### config.mk
export PLATFORM = sky130hd
export DESIGN_NAME = pipelined_shifter
export DESIGN_NICKNAME = d
export VERILOG_FILES = /design/src/rtl/pipelined_shifter.sv
export SDC_FILE = /design/constraint.sdc
export NUM_CORES = 1
export LEC_CHECK = 0
export BUFFER_PORTS_ARGS = -buffer_cell sky130_fd_sc_hd__buf_4
export CORE_UTILIZATION = 50
export CTS_CLUSTER_SIZE = 16
export DETAILED_ROUTE_END_ITERATION = 16
export HOLD_SLACK_MARGIN = 0.08
export PLACE_DENSITY = 0.74
export SYNTH_ARGS = -nofsm -noshare
export SYNTH_HDL_FRONTEND = slang
export SYNTH_SLANG_ARGS = --single-unit
### constraint.sdc
create_clock -name clk -period 2 [get_ports clk]
set_input_delay 0.3 -clock clk [delete_from_list [all_inputs] [get_ports clk]]
set_output_delay 0.3 -clock clk [all_outputs]
set_load 0.02 [all_outputs]
### src/rtl/pipelined_shifter.sv
`default_nettype none
// +----------------------------------------------------------------------------+
// | pipelined_shifter: PIPE-stage barrel shifter (LSL/LSR/ASR/ROR/ROL),        |
// | valid/ready handshake with global stall, carry and zero flags.             |
// | Rev 1.0                                                                    |
// +----------------------------------------------------------------------------+
module pipelined_shifter #(
  parameter int WIDTH = 16,
  parameter int AMT_W = 4,
  parameter int PIPE  = 2
) (
  input  logic             clk,
  input  logic             reset,
  input  logic             in_valid,
  output logic             in_ready,
  input  logic [WIDTH-1:0] shift_in,
  input  logic [AMT_W-1:0] shift_amt,
  input  logic [2:0]       shift_ctl,
  output logic             out_valid,
  input  logic             out_ready,
  output logic [WIDTH-1:0] shift_out,
  output logic             carry_out,
  output logic             zero_out
);

  localparam int BASE  = AMT_W / PIPE;
  localparam int EXTRA = AMT_W % PIPE;

  logic w_stall;
  logic w_accept;

  assign w_stall  = out_valid & ~out_ready;
  assign in_ready = ~w_stall;
  assign w_accept = in_valid & in_ready;

  // One layer of shift by sh; carry is the last bit to leave in that layer,
  // so chaining layers leaves the carry of the complete shift.
  function automatic logic [WIDTH:0] f_layer(input logic [WIDTH-1:0] d,
                                             input logic [2:0]       ctl,
                                             input int               sh);
    logic [WIDTH-1:0] r;
    logic [WIDTH-1:0] t;
    logic             c;
    r = d;
    t = d;
    c = 1'b0;
    casez (ctl)
      3'b0??: begin
        r = d << sh;
        t = d >> (WIDTH - sh);
        c = t[0];
      end
      3'b100: begin
        r = d >> sh;
        t = d >> (sh - 1);
        c = t[0];
      end
      3'b101: begin
        r = $signed(d) >>> sh;
        t = d >> (sh - 1);
        c = t[0];
      end
      3'b110: begin
        r = (d >> sh) | (d << (WIDTH - sh));
        c = r[WIDTH-1];
      end
      default: begin
        r = (d << sh) | (d >> (WIDTH - sh));
        c = r[0];
      end
    endcase
    return {c, r};
  endfunction

  for (genvar g = 0; g < PIPE; g++) begin : g_stage
    // Earlier groups take the extra layers.
    localparam int LO = g * BASE + ((g < EXTRA) ? g : EXTRA);
    localparam int N  = BASE + ((g < EXTRA) ? 1 : 0);

    logic                w_v_in;
    logic [WIDTH-1:0]    w_d_in;
    logic [2:0]          w_ctl_in;
    logic [AMT_W-LO-1:0] w_amt_in;
    logic                w_c_in;
    logic [WIDTH-1:0]    w_d;
    logic                w_c;

    logic                r_valid;
    logic [WIDTH-1:0]    r_data;
    logic                r_carry;

    if (g == 0) begin : g_first
      assign w_v_in   = w_accept;
      assign w_d_in   = shift_in;
      assign w_ctl_in = shift_ctl;
      assign w_amt_in = shift_amt;
      assign w_c_in   = 1'b0;
    end else begin : g_next
      assign w_v_in   = g_stage[g-1].r_valid;
      assign w_d_in   = g_stage[g-1].r_data;
      assign w_ctl_in = g_stage[g-1].g_fwd.r_ctl;
      assign w_amt_in = g_stage[g-1].g_fwd.r_amt;
      assign w_c_in   = g_stage[g-1].r_carry;
    end

    always_comb begin
      w_d = w_d_in;
      w_c = w_c_in;
      for (int k = 0; k < N; k++) begin
        if (w_amt_in[k]) {w_c, w_d} = f_layer(w_d, w_ctl_in, 1 << (LO + k));
      end
    end

    // Data holds across bubbles so the outputs keep their last value.
    always_ff @(posedge clk or posedge reset) begin
      if (reset) begin
        r_valid <= 1'b0;
        r_data  <= '0;
        r_carry <= 1'b0;
      end else if (!w_stall) begin
        r_valid <= w_v_in;
        if (w_v_in) begin
          r_data  <= w_d;
          r_carry <= w_c;
        end
      end
    end

    if (g < PIPE - 1) begin : g_fwd
      logic [2:0]            r_ctl;
      logic [AMT_W-LO-N-1:0] r_amt;

      always_ff @(posedge clk or posedge reset) begin
        if (reset) begin
          r_ctl <= 3'b000;
          r_amt <= '0;
        end else if (!w_stall && w_v_in) begin
          r_ctl <= w_ctl_in;
          r_amt <= w_amt_in[AMT_W-LO-1:N];
        end
      end
    end else begin : g_last
      logic r_zero;

      always_ff @(posedge clk or posedge reset) begin
        if (reset) begin
          r_zero <= 1'b0;
        end else if (!w_stall && w_v_in) begin
          r_zero <= (w_d == '0);
        end
      end
    end
  end

  assign out_valid = g_stage[PIPE-1].r_valid;
  assign shift_out = g_stage[PIPE-1].r_data;
  assign carry_out = g_stage[PIPE-1].r_carry;
  assign zero_out  = g_stage[PIPE-1].g_last.r_zero;

endmodule
`default_nettype wire

== After elaboration in Yosys (flattened, before gate mapping) ==
Cells that the tools add are included.

* Register bits after elaboration: 42
* Input port bits: 27
* Output and inout port bits: 20
* Word-level logic and storage cells: 52

* Eq/ne operators: 6
* Multiplexer cells: 16
* Bitwise gates (word level): 13
* Reduce and logical (&&, ||, !) cells: 8

{| class="wikitable"
|+ Operators by type and width
! kind !! count
|-
| one-hot mux 16 bit (4 select lines) || 3
|-
| 2-to-1 mux 16 bit || 4
|-
| one-hot mux 16 bit (3 select lines) || 1
|-
| == test 3 bit (second input constant) || 6
|-
| zero test 16 bit || 1
|-
| bitwise OR 12 x 16 -> 16 bit || 1
|-
| bitwise OR 14 x 16 -> 16 bit || 1
|-
| bitwise OR 15 x 16 -> 16 bit || 1
|-
| bitwise OR 16 x 1 -> 16 bit || 1
|-
| bitwise OR 16 x 2 -> 16 bit || 1
|-
| bitwise OR 16 x 4 -> 16 bit || 1
|-
| bitwise OR 16 x 8 -> 16 bit || 1
|-
| one-hot mux 1 bit (3 select lines) || 4
|-
| 2-to-1 mux 1 bit || 4
|-
| inverter 1 bit || 4
|-
| AND reduction 2 bit || 2
|-
| OR reduction 2 bit || 2
|-
| bitwise AND 1 bit || 2
|-
| logical AND 1 bit || 2
|-
| zero test 1 bit || 1
|}

== Logic depth before layout (Yosys ltp) ==
Gate-level depths: netlist of run 1.

* Word-level depth: 7
* Gate-level depth with buffers: 8

== Worst setup path after synthesis of run 1 ==
No wires, ideal clock.

* Path type: reg2reg
* From: reg g_stage[1].r_valid (netlist: out_valid)
* To: reg g_stage[1].g_last.r_zero (netlist: zero_out)
* Library setup time: 0.104 ns
* Arrival time: 1.750 ns
* Required time: 1.896 ns
* Path slack: 0.146 ns
* Cell stages (with the launch flop): 8
* Buffers on the path: 1
* Clock period less this slack: 1.854 ns
* Path through: dfrtp_1 > nand2b_1 > clkbuf_1 > nand2_1 > a21o_1 > a311oi_1 > nand4_1 > o41ai_2

* Word-level cells in the longest chain between the ends: 3

{| class="wikitable"
|+ Ends and longest elaborated chain
! item !! RTL line !! source
|-
| from (decl) || 88 || <nowiki>logic r_valid;</nowiki>
|-
| from (signal assigned) || 121 || <nowiki>r_valid <= w_v_in;</nowiki>
|-
| bitwise AND 1 bit || 32 || <nowiki>assign w_stall = out_valid & ~out_ready;</nowiki>
|-
| zero test 1 bit || 148 || <nowiki>end else if (!w_stall && w_v_in) begin</nowiki>
|-
| logical AND 1 bit || 148 ||
|-
| to (signal assigned) || 149 || <nowiki>r_zero <= (w_d == '0);</nowiki>
|-
| to (decl) || 143 || <nowiki>logic r_zero;</nowiki>
|}

No other way between the ends.
A chain may end at the register's enable or synchronous reset.

== Worst setup path after layout of run 1 ==
* From: reg g_stage[0].g_fwd.r_ctl[0]
* To: reg g_stage[1].g_last.r_zero (netlist: zero_out)

* Word-level cells in the longest chain between the ends: 7
* Elaborated cells on any way between the ends: 9
* Those cells by class: eq/ne (3); mux (4); bitwise (1); reduce/logical (1)

{| class="wikitable"
|+ Ends and longest elaborated chain
! item !! RTL line !! source
|-
| from (decl) || 130 || <nowiki>logic [2:0] r_ctl;</nowiki>
|-
| from (signal assigned) || 138 || <nowiki>r_ctl <= w_ctl_in;</nowiki>
|-
| == test 3 bit, on equally long branches || -- ||
|-
| one-hot mux 16 bit (4 select lines) || 47 || <nowiki>casez (ctl)</nowiki>
|-
| 2-to-1 mux 16 bit || 110 || <nowiki>if (w_amt_in[k]) {w_c, w_d} = f_layer(w_d, w_ctl_in, 1 << (LO + k));</nowiki>
|-
| bitwise OR 16 x 8 -> 16 bit || 64, 68 ||
|-
| one-hot mux 16 bit (3 select lines) || 47 ||
|-
| 2-to-1 mux 16 bit * || 110 ||
|-
| zero test 16 bit * || 149 ||
|}

Every way passes the cells marked *; elsewhere a longest branch is shown, timed or not.

==> results.txt, run 1 <==
----------------------------------------------------
[Pwr]
  Comb pwr share ... 0.529
  Net Switching ... ~1.7 mW
  Power consumption ... just over 4 mW
  Maximum vdd drop ... between 0.0006 and 0.0007 V
  Power density cells ... ~940 mW/mm^2
  Clk network pwr share ... 0.142
  Leakage component of the power ... ~2.0 nW
  Cell-internal power ... 2.35 mW
  Fraction of power spent switching nets ... 0.417
  Fraction of power consumed by sequential logic ... 0.329

[Placed design]
  Post-DP HPWL ... roughly 7600 microns
  Post-placement worst setup slack ... -0.0946 ns
  RD Place Congestion ... between 0.9 and 1
  Instance count after placement with tap cells included ... roughly 570
  Count of input and output buffers ... 46

[Floorplanning]
  Starting Density ... 0.516
  Horizontal extent of the die ... approximately 83 microns
  Number of rows in the core area ... 29
  # IOs ... 47
  Placeable core region ... roughly 0.0063 sq mm
  Die height ... about 83 microns
  Full die area ... 0.00685 sq mm

[Status]
  Status ... complete, but fails checks
  Violations in the final reports ... negative setup slack

[GRT]
  Overall track demand over capacity in global routing ... 0.311
  Antenna violations before repair ... 0
  GRT overflow ... 0
  Wire length of the first global-routing pass ... 15800 microns
  Via count of the first global-routing pass ... 3110
  Maximum number of pins on one net before global-route repair ... 43

[Final layout]
  Final standard cell count with taps included and fillers excluded ... 584
  # nets final ... about 530
  Fill cells ... about 550
  Final antenna diode count ... 0
  Layout cells sized above 1 ... 0.335
  Area added between synthesis and finish ... 31.8%

[Timing]
  Unrepaired setup endpoints after global routing ... true
  WHS ... 0.129 ns
  Final Worst Setup Slack ... -0.0255 ns
  Final period demand of the worst path ... 2.03 ns
  Setup-violating endpoint count in the final report ... 1
  Final-report hold violation count ... 0
  Max Freq ... 494 MHz
  Count of final max-slew check failures ... 0
  Worst Tran Pin Value ... roughly 0.53 ns
  Final Skew ... between 0.007 and 0.008 ns
  Relative slew slack ... 0.648
  Period Utilization, post-route ... 1.01

[Synthesis]
  Part of the Yosys area used for sequential elements ... 0.322
  Post-synthesis net count ... around 440
  Synth area leaders ... dfrtp_1 (32%), nand2_1 (9.9%), nor2_1 (5.2%)
  Share of async-settable or async-resettable flops after synthesis ... 1.00
  Yosys warnings ... 0
  Cell area after synthesis ... between 0.003 and 0.004 sq mm
  Post-synthesis sequential element count ... 42
  Dominant register cell in the synthesized netlist ... dfrtp_1
  Number of flops mapped to enable cells by yosys ... 0
  Area fraction of the dominant cell type after synthesis ... 0.322
  Syn Inst Count ... about 420
  Count of unique library cells instantiated by Yosys ... 59
  Avg Cell Area, Syn ... ~8 sq um
  Post-synth top area cell ... dfrtp_1

[Setup path]
  Setup crit start kind ... flip-flop
  CP Class ... reg -> reg
  Signal arrival time at the worst endpoint ... about 2.2 ns
  Crit path largest cell delay ... about 0.48 ns
  Critical Path, Cell by Cell ... a21bo_4 > buf_4 > nand2_1 > a31oi_1 > a311oi_1 > nand4_1 > o41ai_2
  Kind of capture point of the worst setup path ... flip-flop
  Largest driver fanout on the critical path ... 7
  Critical Path Slowest Stage Cell ... dfrtp_2
  Required time at the worst-slack endpoint ... around 2.2 ns

[Clocking]
  Clock network latency to the later pin of the worst-skew pair ... about 0.30 ns
  Clock buffer depth ... 2
  Number of H-tree levels ... 2
  Clock tree root driver cell ... clkbuf_8
  Total clock sinks ... 42
  Clock-pin slew reported for the worst setup and hold paths after clock tree synthesis ... 0.09 ns
  Number of buffers inserted by hold repair at cts ... 0
  Number of buffers created by CTS ... 5
  TritonCTS clock tree ... built

[Routing]
  Routed met2 length ... ~4700 microns
  Routed via count divided by cell count ... 5.93
  Vias after detailed routing ... 3465
  Met3 Routed Length ... just under 500 microns
  Final ANT Viol Nets ... 0
  Top routing layer in use ... met4
  Met1 Wirelength ... 4460 microns
  Number of optimization iterations in the first detailed-route pass ... 5
  Detailed Route WL ... ~9800 microns
  Violation count after the first detailed-route iteration ... between 200 and 250
  Final routed DRC violation total ... 0
  Wirelength per Cell ... between 15 and 20 microns

[Flow run]
  Max Cap Viol ... 0

[Hold path]
  Path category of the worst min-delay check ... in -> async

----------------------------------------------------
power by group through the flow:
stage	Combinational, mW	Clock [mW]	Sequential [mW]
2_1_floorplan	1.01	0	1.43
3_3_place_gp	1.95	0	1.32
5_1_grt	2.34	0.604	1.37
6_report	2.13	0.571	1.33
4_1_cts	2.07	0.578	1.32
3_5_place_dp	1.96	0	1.33
area by class of cell:
| cell class | count | area [sq um] | share of cell area |
|---|---|---|---|
| well taps | 77 | 96.3 | 0.0224 |
| multi-input cells | 333 | 2130 | 0.497 |
| flip-flops and latches | 42 | 1050 | 0.245 |
| clock buffers | 5 | 68.8 | 0.0160 |
| clock inverters | 3 | 21.3 | 0.00495 |
| inverters | 8 | 30.0 | 0.00699 |
| repair buffers | 116 | 891 | 0.207 |
state kept, by name, indices dropped and copies added, names as in the netlist, 2 cells and up:
register,cells
g_stage.g_fwd.r_amt,2
g_stage.g_fwd.r_ctl,3
shift_out,16
g_stage.r_data,16
layout by cell type (no fill, tap or decap), types with 2 or more instances in the layout:
master	Yosys	layout
a21oi_2	0	2
nor4_1	3	3
mux2i_2	0	2
o211ai_1	2	2
nor2b_1	7	7
a31oi_1	22	20
a311oi_1	13	12
nand3b_1	3	3
o22ai_1	5	5
nand3_1	6	6
a21oi_1	17	15
nand2_1	86	86
a22oi_2	1	2
nand4_1	3	3
nand2b_1	6	6
nor2_1	45	45
o2bb2ai_1	4	3
o31ai_1	4	3
clkbuf_8	0	5
a21o_1	15	15
mux2_2	14	14
and2_1	2	2
o21ai_0	24	24
a21bo_2	3	2
a211oi_1	3	3
inv_1	8	8
a2bb2oi_1	2	2
buf_6	1	2
buf_4	2	113
dfrtp_2	0	3
dfrtp_1	42	39
mux2i_1	13	11
routing by layer:
layer  vias up  GRT usage
li1       1691          -
met1      1645      0.417
met2       113      0.516
met3        16     0.0418
met4         0     0.0914
met5         -          0
worst max-delay path, delay by kind of cell, from the launching register on:
family,cells,cell delay (ns)
AND/OR/NAND/NOR,2,0.21
AO/OA/AOI/OAI,4,1.09
buffers and inverters,1,0.14
flip-flops,1,0.48
final timing paths:
| kind | startpoint | end | slack [ns] | cells after the start |
|---|---|---|---|---|
| min in group clk | shift_amt[2] | g_stage[0].g_fwd.r_amt[0] | 0.23 | 2 |
| worst min register to register | shift_out[11] | shift_out[11] | 0.48 | 2 |
| worst min-delay path | reset | g_stage[0].r_valid | 0.13 | 3 |
| max in group asynchronous | reset | g_stage[0].g_fwd.r_ctl[0] | 1.48 | 3 |
| worst max register to register | g_stage[0].g_fwd.r_ctl[0] | zero_out | -0.03 | 7 |
| worst max-delay path | g_stage[0].g_fwd.r_ctl[0] | zero_out | -0.03 | 7 |
synth_stat cells (all sizes together), types with 4 or more instances:
cell / instances
a21bo: 4
o31ai: 4
a311oi: 13
mux2: 15
nand2: 87
o22ai: 5
buf: 16
nor2: 45
a21o: 15
inv: 8
o21ai: 25
o2bb2ai: 4
and2: 4
dfrtp: 42
nor2b: 7
a31oi: 22
nand2b: 6
clkbuf: 18
mux2i: 13
nand3: 6
a21oi: 17
what timing repair did:
action | in CTS | in global routing
setup buffers | 5 | 2
setup endpoints to repair | 2 | 3
pin swaps | 9 | 3
resized for setup | 18 | 5
per-stage QoR:
step	util	area, sq um	TNS, ns
floorplan	-	3260	0
global placement	0.639	4040	-0.133
detailed placement	0.639	4040	-0.174
CTS	0.673	4250	0
global route	0.681	4300	-0.190
finish	0.681	4300	-0.0255
cell families (layout without fill, tap and decap cells):
family / count (synthesis) / after routing / synth area share
AOI/OAI and AO/OA: 134 / 134 / 0.291
buffers and inverters: 42 / 132 / 0.0568
DFF: 42 / 42 / 0.322
muxes: 28 / 28 / 0.0929
and+or+nand+nor: 171 / 171 / 0.237
No activity file was read; power rests on OpenSTA's default activity.
==> inputs of run 2 (changes only) <==
--- a/config.mk
+++ b/config.mk
@@ -5,6 +5,7 @@
 export SDC_FILE = /design/constraint.sdc
 export NUM_CORES = 1
 export LEC_CHECK = 0
+export ABC_AREA = 1
 export BUFFER_PORTS_ARGS = -buffer_cell sky130_fd_sc_hd__buf_4
 export CORE_UTILIZATION = 50
 export CTS_CLUSTER_SIZE = 16
==> results.txt, run 2 <==
----------------------------------------------------
[Synthesis]
  Synth area leaders ... dfrtp_1 (34%), nand2_1 (17%), nand3_1 (6.6%)
  Part of the Yosys area used for sequential elements ... 0.339
  Fraction of synthesized area in multiplexers ... 0
  Area fraction of the dominant cell type after synthesis ... 0.339
  Combinational family with the most area after synthesis ... simple AND/OR/NAND/NOR gates
  Compound-cell area share of the yosys netlist ... 0.214
  Post-synthesis net count ... roughly 500
  Syn Inst Count ... ~480
  Count of unique library cells instantiated by Yosys ... 33
  Share of async-settable or async-resettable flops after synthesis ... 1.00
  Post-synthesis simple-gate area fraction ... 0.353
  Avg Cell Area, Syn ... 6.52 sq um
  Number of flops mapped to enable cells by yosys ... 0
  Post-synth top area cell ... dfrtp_1
  Post-synthesis sequential element count ... 42
  Cell area after synthesis ... a little over 0.003 sq mm
  Post-synthesis share of cell area spent on full adders, half adders and majority gates ... 0
  Yosys warnings ... 0
  Leading cell type by number of instances after synthesis ... nand2_1
  Dominant register cell in the synthesized netlist ... dfrtp_1
  Most instantiated cells after synthesis ... nand2_1 (141), nor2_1 (51), dfrtp_1 (42)
  Post-synthesis xor/xnor area fraction ... 0

[Pwr]
  Leakage component of the power ... 1.76 nW
  Clk network pwr share ... 0.166
  Fraction of power consumed by sequential logic ... 0.366
  Maximum vdd drop ... around 0.00074 V
  Power density cells ... roughly 940 mW/mm^2
  Fraction of power spent switching nets ... 0.418
  Net Switching ... around 1.4 mW
  Cell-internal power ... just under 2 mW
  Comb pwr share ... 0.469
  Power consumption ... around 3.4 mW

[Clocking]
  Total clock sinks ... 42
  Number of H-tree levels ... 2
  Clock tree root driver cell ... clkbuf_8
  Clock buffer depth ... 2
  Clock-pin slew reported for the worst setup and hold paths after clock tree synthesis ... 0.08 ns
  TritonCTS clock tree ... built
  Number of buffers created by CTS ... 5
  Clock network latency to the later pin of the worst-skew pair ... 0.30 ns
  Number of buffers inserted by hold repair at cts ... 0

[Final layout]
  Area added between synthesis and finish ... 16.1%
  Final antenna diode count ... 0
  Layout cells sized above 1 ... 0.178
  # nets final ... 542
  Commonest non-fill, non-tap cells in the layout ... nand2_1 (141), buf_4 (59), nor2_1 (51)
  Most common library cell in the layout ignoring fill and taps ... nand2_1
  Final standard cell count with taps included and fillers excluded ... 591
  Utilization of the core after routing ... 0.605

[Placed design]
  Instance count after placement with tap cells included ... slightly below 600
  RD Place Congestion ... around 0.99
  Post-placement worst setup slack ... approximately 0.11 ns
  Post-DP HPWL ... approximately 6400 microns
  Count of input and output buffers ... 46

[Setup path]
  Required time at the worst-slack endpoint ... around 2.2 ns
  Largest driver fanout on the critical path ... 8
  Kind of capture point of the worst setup path ... flip-flop
  Number of cells on the worst reg-to-reg path ... 12
  Reg-to-reg setup timing slack ... just over 0.2 ns
  Signal arrival time at the worst endpoint ... 2.04 ns
  CP Class ... reg -> reg
  Setup crit start kind ... flip-flop

[Floorplanning]
  Number of rows in the core area ... 28
  Horizontal extent of the die ... between 80 and 90 microns
  Full die area ... 0.00653 sq mm
  Starting Density ... 0.521
  Die height ... approximately 81 microns
  Placeable core region ... around 0.0060 sq mm
  # IOs ... 47

[GRT]
  Antenna violations before repair ... 0
  Maximum number of pins on one net before global-route repair ... 43
  GRT overflow ... 0
  Overall track demand over capacity in global routing ... 0.269
  Wire length of the first global-routing pass ... between 10000 and 15000 microns
  Via count of the first global-routing pass ... ~3000

[Routing]
  Final ANT Viol Nets ... 0
  Detailed Route WL ... between 8000 and 9000 microns
  Violation count after the first detailed-route iteration ... 164
  Routed via count divided by cell count ... between 5 and 6
  Final routed DRC violation total ... 0
  Wirelength per Cell ... 13.9 microns
  Vias after detailed routing ... 3272
  Number of optimization iterations in the first detailed-route pass ... 5

[Timing]
  Setup-violating endpoint count in the final report ... 0
  Count of final max-slew check failures ... 0
  Final Skew ... 0.00687 ns
  Final period demand of the worst path ... 1.80 ns
  Worst Tran Pin Value ... 0.726 ns
  Final-report hold violation count ... 0
  Final sum of negative setup slack ... 0 ns
  Max Freq ... 557 MHz
  Period Utilization, post-route ... 0.898
  Unrepaired setup endpoints after global routing ... false
  Final Worst Setup Slack ... just over 0.2 ns
  Relative slew slack ... 0.515

[Status]
  Status ... finished clean

[Hold path]
  Path category of the worst min-delay check ... in -> async

[Flow run]
  Max Cap Viol ... 0

----------------------------------------------------
-- run 2: changes by cell type after synthesis, moves of 14 or more --
| cell | before | now |
|---|---|---|
| nand3_1 | 6 | 41 |
| inv_1 | 8 | 29 |
| nand2_1 | 86 | 141 |
| a21o_1 | 15 | 0 |
| mux2_2 | 14 | 0 |
| o21ai_1 | 1 | 29 |
-- run 2: critical path, stage by stage, from the launching register on --
cell     delay (ns)
dfrtp_1        0.57
inv_2          0.09
nand4_1        0.27
nand2_1        0.11
inv_1          0.06
nand2_1        0.06
nand3_1        0.10
nand2_1        0.06
nor2_1         0.12
nand3_1        0.08
nor2_1         0.09
nand3_1        0.07
nand2_1        0.06
-- run 2: per-stage QoR --
stage,hold WS (ns),area (sq um)
2_1_floorplan,0.421,3100
3_3_place_gp,0.443,3480
3_5_place_dp,0.459,3480
4_1_cts,0.131,3570
5_1_grt,0.187,3600
6_report,0.123,3600
-- run 2: what timing repair did --
| item | in CTS | in global routing |
|---|---|---|
| setup endpoints to repair | 0 | 1 |
| buffers inserted | 0 | 3 |
| gates resized for setup | 0 | 0 |
-- run 2: area by class of cell --
class	count	area [sq um]
fillers	597	2350
inverters	34	128
well taps	75	93.8
repair buffers	61	483
clock buffers	7	86.3
multi-input cells	371	1760
clock inverters	1	5.00
flip-flops and latches	42	1050
-- run 2: cell families after synthesis --
group | count (synthesis)
compound gates | 115
buf+inv | 63
flops | 42
simple gates | 256
-- run 2: path summary, 6_finish.rpt --
check                                          start                        end
max                        g_stage[0].g_fwd.r_ctl[1]                   zero_out
min                                            reset              shift_out[14]
max reg2reg                g_stage[0].g_fwd.r_ctl[1]                   zero_out
min reg2reg                       g_stage[0].r_valid                  out_valid
max in group asynchronous                      reset       g_stage[0].r_data[9]
min in group clk                        shift_amt[2]  g_stage[0].g_fwd.r_amt[0]
-- run 2: routing by layer --
layer  track usage  up-vias  part of all wire
met5             0        -                 0
met4         0.139        0             0.035
met3        0.0438       25             0.036
met2         0.475       95              0.48
met1         0.312     1490              0.45
li1              -     1662                 -
-- run 2: power groups by stage --
stage                     Clock, mW  Combinational, mW  Sequential, mW
after floorplan                   0              0.903            1.39
after global placement            0               1.53            1.24
after detailed placement          0               1.55            1.25
after CTS                     0.573               1.56            1.24
after global routing          0.613               1.76            1.26
final                         0.559               1.58            1.23
==> inputs of run 3 (changes only) <==
--- a/config.mk
+++ b/config.mk
@@ -7,11 +7,11 @@
 export LEC_CHECK = 0
 export ABC_AREA = 1
 export BUFFER_PORTS_ARGS = -buffer_cell sky130_fd_sc_hd__buf_4
-export CORE_UTILIZATION = 50
+export CORE_UTILIZATION = 52
 export CTS_CLUSTER_SIZE = 16
 export DETAILED_ROUTE_END_ITERATION = 16
 export HOLD_SLACK_MARGIN = 0.08
-export PLACE_DENSITY = 0.74
+export PLACE_DENSITY = 0.77
 export SYNTH_ARGS = -nofsm -noshare
 export SYNTH_HDL_FRONTEND = slang
 export SYNTH_SLANG_ARGS = --single-unit
==> results.txt, run 3 (same netlist as run 2, synthesis figures left out) <==
----------------------------------------------------
[Final layout]
  Finished Cell Area ... 0.00363 sq mm
  Most common library cell in the layout ignoring fill and taps ... nand2_1
  Area added between synthesis and finish ... 16.8%
  Fill cells ... 529
  Final antenna diode count ... 0
  Layout cells sized above 1 ... 0.185
  # nets final ... 545
  Commonest non-fill, non-tap cells in the layout ... nand2_1 (141), buf_4 (62), nor2_1 (51)

[GRT]
  Maximum number of pins on one net before global-route repair ... 43
  GRT overflow ... 0
  Via count of the first global-routing pass ... about 3000
  Overall track demand over capacity in global routing ... 0.276
  Wire length of the first global-routing pass ... 13700 microns
  Antenna violations before repair ... 0

[Floorplanning]
  Full die area ... between 0.006 and 0.007 sq mm
  Placeable core region ... roughly 0.0056 sq mm
  Die height ... approximately 79 microns
  Number of rows in the core area ... 27
  Starting Density ... 0.550
  # IOs ... 47
  Horizontal extent of the die ... roughly 80 microns

[Placed design]
  Cell area after placement ... around 0.0035 sq mm
  RD Place Congestion ... 0.960
  Post-DP HPWL ... about 6300 microns
  Count of input and output buffers ... 46

[Hold path]
  Path category of the worst min-delay check ... in -> async

[Pwr]
  Leakage component of the power ... around 1.8 nW
  Maximum vdd drop ... 0.000563 V
  Fraction of power spent switching nets ... 0.420
  Comb pwr share ... 0.469
  Power density cells ... ~940 mW/mm^2
  Net Switching ... roughly 1.4 mW
  Cell-internal power ... a little under 2 mW
  Fraction of power consumed by sequential logic ... 0.363
  Clk network pwr share ... 0.167

[Clocking]
  Setup repair bufs after CTS ... 0
  # resized after CTS ... 0
  Clock tree root driver cell ... clkbuf_8
  Clock network latency to the later pin of the worst-skew pair ... around 0.29 ns
  Clock-pin slew reported for the worst setup and hold paths after clock tree synthesis ... ~0.08 ns
  TritonCTS clock tree ... built
  Number of H-tree levels ... 2
  Total clock sinks ... 42
  Clock buffer depth ... 2
  Number of buffers created by CTS ... 5
  Number of buffers inserted by hold repair at cts ... 0

[Setup path]
  Critical register-to-register path startpoint ... g_stage[0].g_fwd.r_ctl[0]
  Required time at the worst-slack endpoint ... 2.24 ns
  CP Launch Point ... g_stage[0].g_fwd.r_ctl[0]
  Signal arrival time at the worst endpoint ... around 2.0 ns
  Kind of capture point of the worst setup path ... flip-flop
  Setup crit start kind ... flip-flop
  Largest driver fanout on the critical path ... 11
  CP Class ... reg -> reg

[Routing]
  Wirelength per Cell ... around 14 microns
  Detailed Route WL ... approximately 8000 microns
  Violation count after the first detailed-route iteration ... about 190
  Number of optimization iterations in the first detailed-route pass ... 4
  Final routed DRC violation total ... 0
  Final ANT Viol Nets ... 0
  Vias after detailed routing ... approximately 3300
  Routed via count divided by cell count ... roughly 5.5

[Timing]
  Max Freq ... about 570 MHz
  Final period demand of the worst path ... around 1.8 ns
  Final sum of negative setup slack ... 0 ns
  Period Utilization, post-route ... 0.879
  Setup-violating endpoint count in the final report ... 0
  Worst Tran Pin Value ... roughly 0.75 ns
  Unrepaired setup endpoints after global routing ... false
  Relative slew slack ... 0.502
  Count of final max-slew check failures ... 0
  Final Skew ... ~0.0055 ns
  Final-report hold violation count ... 0

[Flow run]
  Max Cap Viol ... 0

[Status]
  Status ... finished clean

----------------------------------------------------
## run 3: cell count changes in the layout (fill, tap and decap cells not counted)
| cell | delta |
|---|---|
| buf_4 | +3 |
| clkbuf_1 | -1 |
| clkinvlp_4 | +1 |
## run 3: worst paths after layout
check	cells past startpoint	slack, ns	to
min in group clk	3	0.21	g_stage[0].g_fwd.r_amt[0]
min	3	0.12	shift_out[11]
min reg2reg	2	0.47	out_valid
max in group asynchronous	3	1.52	g_stage[0].r_data[7]
max reg2reg	11	0.24	zero_out
max	11	0.24	zero_out
## run 3: metal layers
| layer | GRT usage | vias to the layer above | part of all wire |
|---|---|---|---|
| li1 | - | 1674 | - |
| met1 | 0.341 | 1495 | 0.45 |
| met2 | 0.476 | 93 | 0.48 |
| met3 | 0.0379 | 16 | 0.037 |
| met4 | 0.120 | 0 | 0.031 |
| met5 | 0 | - | 0 |
## run 3: stage by stage
| step | util | total power [mW] | std cells | setup WS (ns) | hold WS [ns] |
|---|---|---|---|---|---|
| 2_1_floorplan | - | 2.29 | 476 | 0.488 | 0.421 |
| 3_3_place_gp | 0.620 | 2.79 | 580 | 0.159 | 0.443 |
| 3_5_place_dp | 0.620 | 2.82 | 580 | 0.105 | 0.452 |
| 4_1_cts | 0.637 | 3.39 | 588 | 0.182 | 0.137 |
| 5_1_grt | 0.643 | 3.67 | 591 | 0.0454 | 0.167 |
| 6_report | 0.643 | 3.41 | 591 | 0.242 | 0.119 |
## run 3: cell type report
| class | count | area, sq um | area share |
|---|---|---|---|
| flip-flops and latches | 42 | 1050 | 0.290 |
| well taps | 72 | 90.1 | 0.0248 |
| multi-input cells | 371 | 1760 | 0.485 |
| clock inverters | 2 | 12.5 | 0.00345 |
| inverters | 34 | 128 | 0.0352 |
| clock buffers | 6 | 82.6 | 0.0228 |
| repair buffers | 64 | 505 | 0.139 |
## run 3: critical path: stages (launching register included)
cell	delay (ns)
dfrtp_1	0.49
nand3_4	0.17
nand2_2	0.16
nand2_1	0.10
nand3_1	0.14
nand3_1	0.13
nand2_1	0.06
nor2_1	0.12
nand2_1	0.06
nor2_1	0.12
nand3_1	0.09
nand2_1	0.06
## run 3: power by group through the flow
stage,Combinational [mW],Clock (mW),Sequential (mW)
final,1.60,0.571,1.24
after global routing,1.78,0.624,1.27
after CTS,1.57,0.585,1.24
after detailed placement,1.57,0,1.25
after global placement,1.54,0,1.24
after floorplan,0.903,0,1.39
